File: config.mk
export PLATFORM = sky130hd
export DESIGN_NAME = ex_stage
export DESIGN_NICKNAME = d
export VERILOG_FILES = /design/src/rtl/ex_stage.sv
export SDC_FILE = /design/constraint.sdc
export NUM_CORES = 1
export LEC_CHECK = 0
export CAP_MARGIN = 15
export CORE_ASPECT_RATIO = 1.1
export CORE_MARGIN = 5
export CORE_UTILIZATION = 40
export DETAILED_ROUTE_END_ITERATION = 8
export GPL_TIMING_DRIVEN = 0
export PLACE_DENSITY = 0.7
export SYNTH_ARGS = -nofsm -noshare
export SYNTH_HDL_FRONTEND = slang
export SYNTH_SLANG_ARGS = --single-unit
File: constraint.sdc
create_clock -name clk -period 7.9 [get_ports clk]
set_input_delay 0.79 -clock clk [delete_from_list [all_inputs] [get_ports clk]]
set_output_delay 0.79 -clock clk [all_outputs]
set_load 0.05 [all_outputs]
File: src/rtl/ex_stage.sv
// rtl/ex_stage.sv - Execute stage: single-cycle ALU plus 32-cycle shift-add multiplier
//
// Purpose: computes the EX result for one instruction. Most ops take one
// cycle from valid_in to valid_out. MUL runs an iterative shift-add and holds
// stall_out high for the 32 cycles it is busy.
//
// Ports:
//   clk, reset                  rising-edge clock, async active-high reset
//   valid_in                    operands below are valid this cycle
//   data_1_in, data_2_in        operand A (rs1) and rs2 value
//   Rd_in                       destination register
//   ALU_ctrl_in                 operation select
//   ALU_src_in, imm_in          operand B = imm_in when ALU_src_in=1, else data_2_in
//   ALU_result_out, data_2_out  registered result and store data
//   Rd_out, zero_out            registered destination and result==0 flag
//   valid_out                   outputs carry a new result this cycle
//   stall_out                   stage busy; upstream must hold its inputs
module ex_stage (
  input  logic        clk,
  input  logic        reset,
  input  logic        valid_in,
  input  logic [31:0] data_1_in,
  input  logic [31:0] data_2_in,
  input  logic [4:0]  Rd_in,
  input  logic [3:0]  ALU_ctrl_in,
  input  logic        ALU_src_in,
  input  logic [31:0] imm_in,
  output logic [31:0] ALU_result_out,
  output logic [31:0] data_2_out,
  output logic [4:0]  Rd_out,
  output logic        zero_out,
  output logic        valid_out,
  output logic        stall_out
);

  localparam logic [3:0] OP_AND  = 4'b0000;
  localparam logic [3:0] OP_OR   = 4'b0001;
  localparam logic [3:0] OP_ADD  = 4'b0010;
  localparam logic [3:0] OP_XOR  = 4'b0011;
  localparam logic [3:0] OP_SLL  = 4'b0100;
  localparam logic [3:0] OP_SRL  = 4'b0101;
  localparam logic [3:0] OP_SUB  = 4'b0110;
  localparam logic [3:0] OP_SLT  = 4'b0111;
  localparam logic [3:0] OP_SRA  = 4'b1000;
  localparam logic [3:0] OP_SLTU = 4'b1001;
  localparam logic [3:0] OP_MUL  = 4'b1010;

  typedef enum logic {S_IDLE, S_MUL_BUSY} state_t;

  state_t      state_q, state_d;
  logic [4:0]  cnt_q, cnt_d;
  logic [31:0] acc_q, acc_d;
  logic [31:0] mul_a_q, mul_a_d;
  logic [31:0] mul_b_q, mul_b_d;
  logic [4:0]  mul_rd_q, mul_rd_d;
  logic [31:0] mul_d2_q, mul_d2_d;
  logic [31:0] result_q, result_d;
  logic [31:0] d2_out_q, d2_out_d;
  logic [4:0]  rd_out_q, rd_out_d;
  logic        zero_q, zero_d;
  logic        valid_q, valid_d;

  logic [31:0] op_b;
  logic [4:0]  shamt;
  logic [31:0] alu_res;
  logic [31:0] acc_next;

  assign op_b  = ALU_src_in ? imm_in : data_2_in;
  assign shamt = op_b[4:0];

  always_comb begin
    alu_res = 32'd0;
    case (ALU_ctrl_in)
      OP_AND:  alu_res = data_1_in & op_b;
      OP_OR:   alu_res = data_1_in | op_b;
      OP_ADD:  alu_res = data_1_in + op_b;
      OP_XOR:  alu_res = data_1_in ^ op_b;
      OP_SLL:  alu_res = data_1_in << shamt;
      OP_SRL:  alu_res = data_1_in >> shamt;
      OP_SUB:  alu_res = data_1_in - op_b;
      OP_SLT:  alu_res = ($signed(data_1_in) < $signed(op_b)) ? 32'd1 : 32'd0;
      OP_SRA:  alu_res = $unsigned($signed(data_1_in) >>> shamt);
      OP_SLTU: alu_res = (data_1_in < op_b) ? 32'd1 : 32'd0;
      default: alu_res = 32'd0;
    endcase
  end

  // One partial product per cycle; only the low 32 bits are kept, so the
  // product is the same for signed and unsigned operands.
  assign acc_next = acc_q + (mul_b_q[cnt_q] ? (mul_a_q << cnt_q) : 32'd0);

  always_comb begin
    state_d  = state_q;
    cnt_d    = cnt_q;
    acc_d    = acc_q;
    mul_a_d  = mul_a_q;
    mul_b_d  = mul_b_q;
    mul_rd_d = mul_rd_q;
    mul_d2_d = mul_d2_q;
    result_d = result_q;
    d2_out_d = d2_out_q;
    rd_out_d = rd_out_q;
    zero_d   = zero_q;
    valid_d  = 1'b0;
    case (state_q)
      S_IDLE: begin
        if (valid_in) begin
          if (ALU_ctrl_in == OP_MUL) begin
            mul_a_d  = data_1_in;
            mul_b_d  = op_b;
            mul_rd_d = Rd_in;
            mul_d2_d = data_2_in;
            cnt_d    = 5'd0;
            acc_d    = 32'd0;
            state_d  = S_MUL_BUSY;
          end else begin
            result_d = alu_res;
            d2_out_d = data_2_in;
            rd_out_d = Rd_in;
            zero_d   = (alu_res == 32'd0);
            valid_d  = 1'b1;
          end
        end
      end
      S_MUL_BUSY: begin
        acc_d = acc_next;
        cnt_d = cnt_q + 5'd1;
        if (cnt_q == 5'd31) begin
          result_d = acc_next;
          d2_out_d = mul_d2_q;
          rd_out_d = mul_rd_q;
          zero_d   = (acc_next == 32'd0);
          valid_d  = 1'b1;
          state_d  = S_IDLE;
        end
      end
      default: state_d = S_IDLE;
    endcase
  end

  always_ff @(posedge clk or posedge reset) begin
    if (reset) begin
      state_q  <= S_IDLE;
      cnt_q    <= 5'd0;
      acc_q    <= 32'd0;
      mul_a_q  <= 32'd0;
      mul_b_q  <= 32'd0;
      mul_rd_q <= 5'd0;
      mul_d2_q <= 32'd0;
      result_q <= 32'd0;
      d2_out_q <= 32'd0;
      rd_out_q <= 5'd0;
      zero_q   <= 1'b0;
      valid_q  <= 1'b0;
    end else begin
      state_q  <= state_d;
      cnt_q    <= cnt_d;
      acc_q    <= acc_d;
      mul_a_q  <= mul_a_d;
      mul_b_q  <= mul_b_d;
      mul_rd_q <= mul_rd_d;
      mul_d2_q <= mul_d2_d;
      result_q <= result_d;
      d2_out_q <= d2_out_d;
      rd_out_q <= rd_out_d;
      zero_q   <= zero_d;
      valid_q  <= valid_d;
    end
  end

  assign ALU_result_out = result_q;
  assign data_2_out     = d2_out_q;
  assign Rd_out         = rd_out_q;
  assign zero_out       = zero_q;
  assign valid_out      = valid_q;
  assign stall_out      = (state_q == S_MUL_BUSY);

endmodule

; Yosys cells after proc, flatten, opt, wreduce, memory -nomap -nowiden
; Cells that the tools add are included.
; W data, S select, Z words.
[totals]
wordCells = 85
out_inout_bits = 72
mem_bits_rw = 0
memories = 0
regBits = 210
inputBits = 109
latchBits = 0
romBits = 0
[classes]
magnitude_cmp = 3
add_sub_neg = 4
muxes = 37
div = 0
shifts = 4
n_eq_ne = 15
multipliers = 0
bitwise_logic = 4
reduce_logical = 6
[ops]
columns = cell, count
row1 = $mux W32, 10
row2 = $pmux W32 S10, 1
row3 = $pmux W32 S2, 3
row4 = $add A32 B32 Y32, 2
row5 = $logic_not A32 Y1, 2
row6 = $lt A32 B32 Y1, 2
row7 = $shl A32 B5 Y32, 2
row8 = $and A32 B32 Y32, 1
row9 = $or A32 B32 Y32, 1
row10 = $shr A32 B5 Y32, 1
row11 = $sshr A32 B5 Y32, 1
row12 = $sub A32 B32 Y32, 1
row13 = $xor A32 B32 Y32, 1
row14 = $mux W5, 5
row15 = $pmux W5 S2, 2
row16 = $eq A4 B3 Y1 const B, 4
row17 = $eq A4 B4 Y1 const B, 3
row18 = $mux W1, 12
row19 = $eq A4 B2 Y1 const B, 2
row20 = $lt A5 B6 Y1 const B, 1
row21 = $ne A2 B2 Y1 const B, 3
row22 = $pmux W1 S2, 3
row23 = $reduce_and A3 Y1, 2
row24 = $add A5 B1 Y5 const B, 1
row25 = other kinds (7), 7

; Depth between registers and ports, before layout
[logic_depth]
ltp_word = 8
mapped_depth = 23
ltp_nobuf = 20

; Worst setup path before layout
; No wires, ideal clock.
[synth_timing]
path_kind = flip-flop to flip-flop
start = register cnt_q[0]
end = register zero_q, in the netlist zero_out
n_path_buf = 3
setup_time_ns = 0.092
path_stages_with_launch = 22
setup_slack_ns = 1.833
period_less_slack_ns = 6.067
t_arrival_ns = 5.975
path_cell_list = dfrtp_1 -> clkbuf_1 -> clkbuf_1 -> buf_1 -> mux4_2 -> mux2_2 -> nor2_1 -> a21oi_1 -> nor3b_1 -> ha_1 -> and3_1 -> and3_1 -> o211a_1 -> o311ai_0 -> a211oi_1 -> o31ai_1 -> xor2_1 -> or3b_2 -> nor4bb_1 -> nand4b_1 -> o31a_1 -> o31ai_2
[synth_via]
elab_chain_cells = 7
word_cells_on_any_way = 11
classes_between = add/sub: 1 / eq/ne: 2 / shift: 1 / mux: 5 / reduce/logical: 2
[synth_lines]
columns = item, line
row1 = "start, declared", 51  ; logic [4:0] cnt_q, cnt_d;
row2 = "start signal, assigned", 157  ; cnt_q <= cnt_d;
row3 = $bmux W1 S5, 90  ; assign acc_next = acc_q + (mul_b_q[cnt_q] ? (mul_a_q << cnt_q) : 32'd0);
row4 = $mux W1 (implied by the code), 90
row5 = $mux W32, 90
row6 = $add A32 B32 Y32, 90
row7 = $logic_not A32 Y1, 132  ; zero_d = (acc_next == 32'd0);
row8 = $mux W1, 128  ; if (cnt_q == 5'd31) begin
row9 = $pmux W1 S2, 105  ; case (state_q)
row10 = "end signal, assigned", 166  ; zero_q <= zero_d;
row11 = "end, declared", 60  ; logic zero_q, zero_d;
; Parallel ways exist; a longest one is shown, timed or not. The select of a mux whose other input is x is not followed.
; A chain may end at the register's enable or synchronous reset.

; Worst setup path in the final report
[layout_timing]
start = input port ALU_src_in
end = register zero_q, in the netlist zero_out
[layout_via]
elab_chain_cells = 8
word_cells_on_any_way = 18
classes_between = add/sub: 2 / order compare: 2 / shift: 3 / mux: 7 / bitwise: 3 / reduce/logical: 1
[layout_lines]
columns = item, line
row1 = "start, declared", 26  ; input logic ALU_src_in,
row2 = $mux W32 (*), 68  ; assign op_b = ALU_src_in ? imm_in : data_2_in;
row3 = named net op_b[3], 63  ; logic [31:0] op_b;
row4 = $lt A32 B32 Y1 (on tied branches), "83, 81"
row5 = $mux W1 (on tied branches), "83, 81"
row6 = $pmux W32 S10 (*), 73  ; case (ALU_ctrl_in)
row7 = $logic_not A32 Y1 (*), 120  ; zero_d = (alu_res == 32'd0);
row8 = $mux W1 (*), 108  ; if (ALU_ctrl_in == OP_MUL) begin
row9 = $mux W1 (*), 107  ; if (valid_in) begin
row10 = $pmux W1 S2 (*), 105
; The timed path passes the listed nets; every way through them passes the cells marked *. The select of a mux whose other input is x is not followed.

==> results.ini <==
[outcome]
status=complete, but fails checks
violations=setup timing

[grt]
grt_max_degree=119
overflow=0
antenna_found_initial=8
grt_pass1_wl_microns=171000
grtUsageTotal_pct=39.8
grt_pass1_vias=22900

[floorplan]
rows=89
die_height_microns=255
start_util_pct=40.5
io_pins=181
dieArea_sq_um=59200
core_area_sq_um=53800
die_w_microns=232

[finish]
area_growth_pct=16.8
nFillCells=5286
seq_area_sq_um=5260
multiInputGateArea_sq_um=15400
utilization_pct=47.3
post-route-cell-area_sq_um=25400
nets=3073
drive_above_1_share_pct=9.04
layout_common_cells=nand2_1 (281), nor2_1 (229), o21ai_0 (219), dfrtp_1 (210), a21oi_1 (183)
final_common_cell=nand2_1

[placed_design]
place.gp.congestion=1.08
place_hpwl_microns=97600
io_buffers=180
placed_cell_area_sq_um=24600
dp_slack_ns=-1.38

[cts]
h-tree-depth=1
clock_sinks=210
ctsHoldBuffers=0
clockBufferDepth=3
clock_latency_ns=0.54
clk_root_buffer_cell=clkbuf_16
cts_tree=done
cts_buffers=21
path_clk_slew_ns=0.07

[setup_path]
cp.required_ns=8.34
r2r_end=zero_out
critPathMaxFanout=10
crit_slowest_cell=o31ai_1
start_kind=primary input
crit_chain=clkdlybuf4s50_1 > buf_6 > mux2i_1 > inv_2 > clkbuf_1 > clkbuf_1 > buf_1 > ha_1 > a21oi_1 > o21bai_1 > o2111a_1 > o21ai_0 > o31ai_1 > o221ai_1 > nor3b_1 > o2bb2ai_1 > o311ai_0 > buf_2 > or3_1 > or4_1 > o31ai_2
cp.arrival_ns=8.37
crit_buf_inv=7
slowest_delay_ns=0.77
r2r_start=cnt_q[1]
r2r_slack_ns=0.52
crit_family=buffers and inverters
worst_setup_path_end_kind=flop
critPathKind=primary input to flop
cpMostUsedCell=clkbuf_1
rr_worst_depth=23

[synthesis]
synthAdderAreaFrac_pct=7.92
synth_top_family_by_area=compound AO/OA/AOI/OAI gates
synth_seq_cells=210
synth_edf_count=0
syn_nets=2864
synth_warnings=0
avgSynthCellArea_sq_um=8.31
synth_compound_area_share_pct=25.0
synth_mux_area_share_pct=19.1
yosysUniqueCellTypes=93
synthFlopType=dfrtp_1
seq_area_frac_synth_pct=24.1
synthSimpleGateAreaFrac_pct=16.1
postSynthCellCount=2619
synth_xor_xnor_area_share_pct=2.41
ys_async_sr_fraction_pct=100
syn_area_sq_um=21800

[drt]
viasPerCell=6.80
ant_nets=0
wirelength_microns=122000
wl_per_cell_microns=34.2
detail_route.drc_violations=0
vias=24300
drtPass1Iterations=7
drt_iter0_drc=3765

[sta]
worst_pin_slew_ns=1.35
setup-violations-final=1
fmax_mhz=126
rsz0062_at_grt=false
fin_ws_ns=-0.0324
slew_headroom_pct=9.38
hold_ws_ns=0.477
finalHoldViolCount=0
layout_min_cycle_time_ns=7.93
slew_viol_final=0
skew_ns=0.0192
min_period_over_period_pct=100

[worst_hold_path]
min_delay_path_depth=2
hold_end=mul_b_q[4]
hp-class=flop to flop
holdCritStartpoint=mul_b_q[4]

[pwr]
leakage_nw=10.7
ir_worst_vdd_mv=0.246
cellPowerDensity_nw_per_um2=290

[flow_run]
cap_violations=0

## cell type report
type                       instances  area share (%)
timing repair buffer             189            7.48
clock buffer                      25            2.17
buffer                           181            2.99
multi-input combinational       2112            60.7
tap                              728            3.58
antenna                            4          0.0394
clock inverter                    13           0.689
sequential                       210            20.7
inverter                         113            1.71
## registers in the layout (all words and copies together), names as in the netlist
| register | count |
|---|---|
| ALU_result_out | 32 |
| mul_b_q | 32 |
| stall_out | 1 |
| cnt_q | 5 |
| mul_rd_q | 5 |
| mul_a_q | 32 |
| Rd_out | 5 |
| mul_d2_q | 32 |
| acc_q | 32 |
| valid_out | 1 |
| data_2_out | 32 |
| zero_out | 1 |
## per-layer routing
layer / part of all wire [%] / GRT usage, % / up-vias
li1: - / - / 10200
met1: 39 / 53.4 / 12000
met2: 42 / 58.4 / 1661
met3: 11 / 10.3 / 403
met4: 7.5 / 22.7 / 6
met5: 0.033 / 0 / -
## power by group
| group | switching (mW) | internal (mW) | total [mW] |
|---|---|---|---|
| Sequential | 0.230 | 1.41 | 1.64 |
| Combinational | 3.06 | 1.58 | 4.64 |
| Clock | 0.465 | 0.634 | 1.10 |
| Total | 3.76 | 3.62 | 7.38 |
## cell families (layout without fill, tap and decap cells)
kind of cell / after synthesis / in the layout
AO/OA/AOI/OAI: 836 / 836
XOR/XNOR: 60 / 60
adder cells (fa/ha/maj): 136 / 136
buffers and inverters: 297 / 521
flip-flops: 210 / 210
multiplexers: 317 / 317
other: 0 / 4
AND/OR/NAND/NOR: 763 / 763
## cell usage after synthesis, drive strengths merged (13+ instances only)
cell type	instances	area (sq um)
a211oi	46	345
a21o	29	218
a21oi	183	916
a221oi	20	181
a22o	42	368
a22oi	27	203
a31oi	36	225
and2	14	87.6
buf	54	268
clkbuf	130	488
dfrtp	210	5260
ha	133	1660
inv	110	415
mux2	59	664
mux2i	191	1980
mux4	67	1510
nand2	281	1050
nand2b	16	100
nand3	40	200
nand4	14	87.6
nor2	232	888
nor2b	27	169
nor3	46	230
nor4	15	93.8
o211ai	32	240
o21a	16	120
o21ai	227	1140
o221ai	15	131
o22ai	34	213
o31ai	23	178
xnor2	47	412
xor2	13	114
## tightest hold or removal path: stages, from the launching register on
cell,delay (ns)
dfrtp_1,0.34
nand2_1,0.04
o21ai_0,0.06
## per-stage QoR
| stage | total power, mW | cells | TNS, ns |
|---|---|---|---|
| detailed placement | 6.13 | 3535 | -2.27 |
| floorplan | 4.53 | 2619 | 0 |
| finish | 7.38 | 3575 | -0.0324 |
| CTS | 7.25 | 3573 | 0 |
| global placement | 6.06 | 3527 | -283.27 |
| global route | 7.68 | 3572 | 0 |
## how the worst max path moves through the flow
stage          startpoint           endpoint  cells past startpoint
3_3_place_gp   ALU_src_in           zero_out                     18
3_5_place_dp   ALU_src_in           zero_out                     17
5_1_grt        ALU_src_in           zero_out                     18
6_report       ALU_src_in           zero_out                     21
2_1_floorplan       reset  ALU_result_out[0]                      1
4_1_cts        ALU_src_in           zero_out                     18
## timing repair
| action | 4_1_cts | 5_1_grt |
|---|---|---|
| setup endpoints to repair | 1 | 2 |
| cloned | 0 | 0 |
| resized for setup | 20 | 15 |
| buffers inserted | 1 | 0 |
Note: power is estimated with default switching activity, not from simulation.
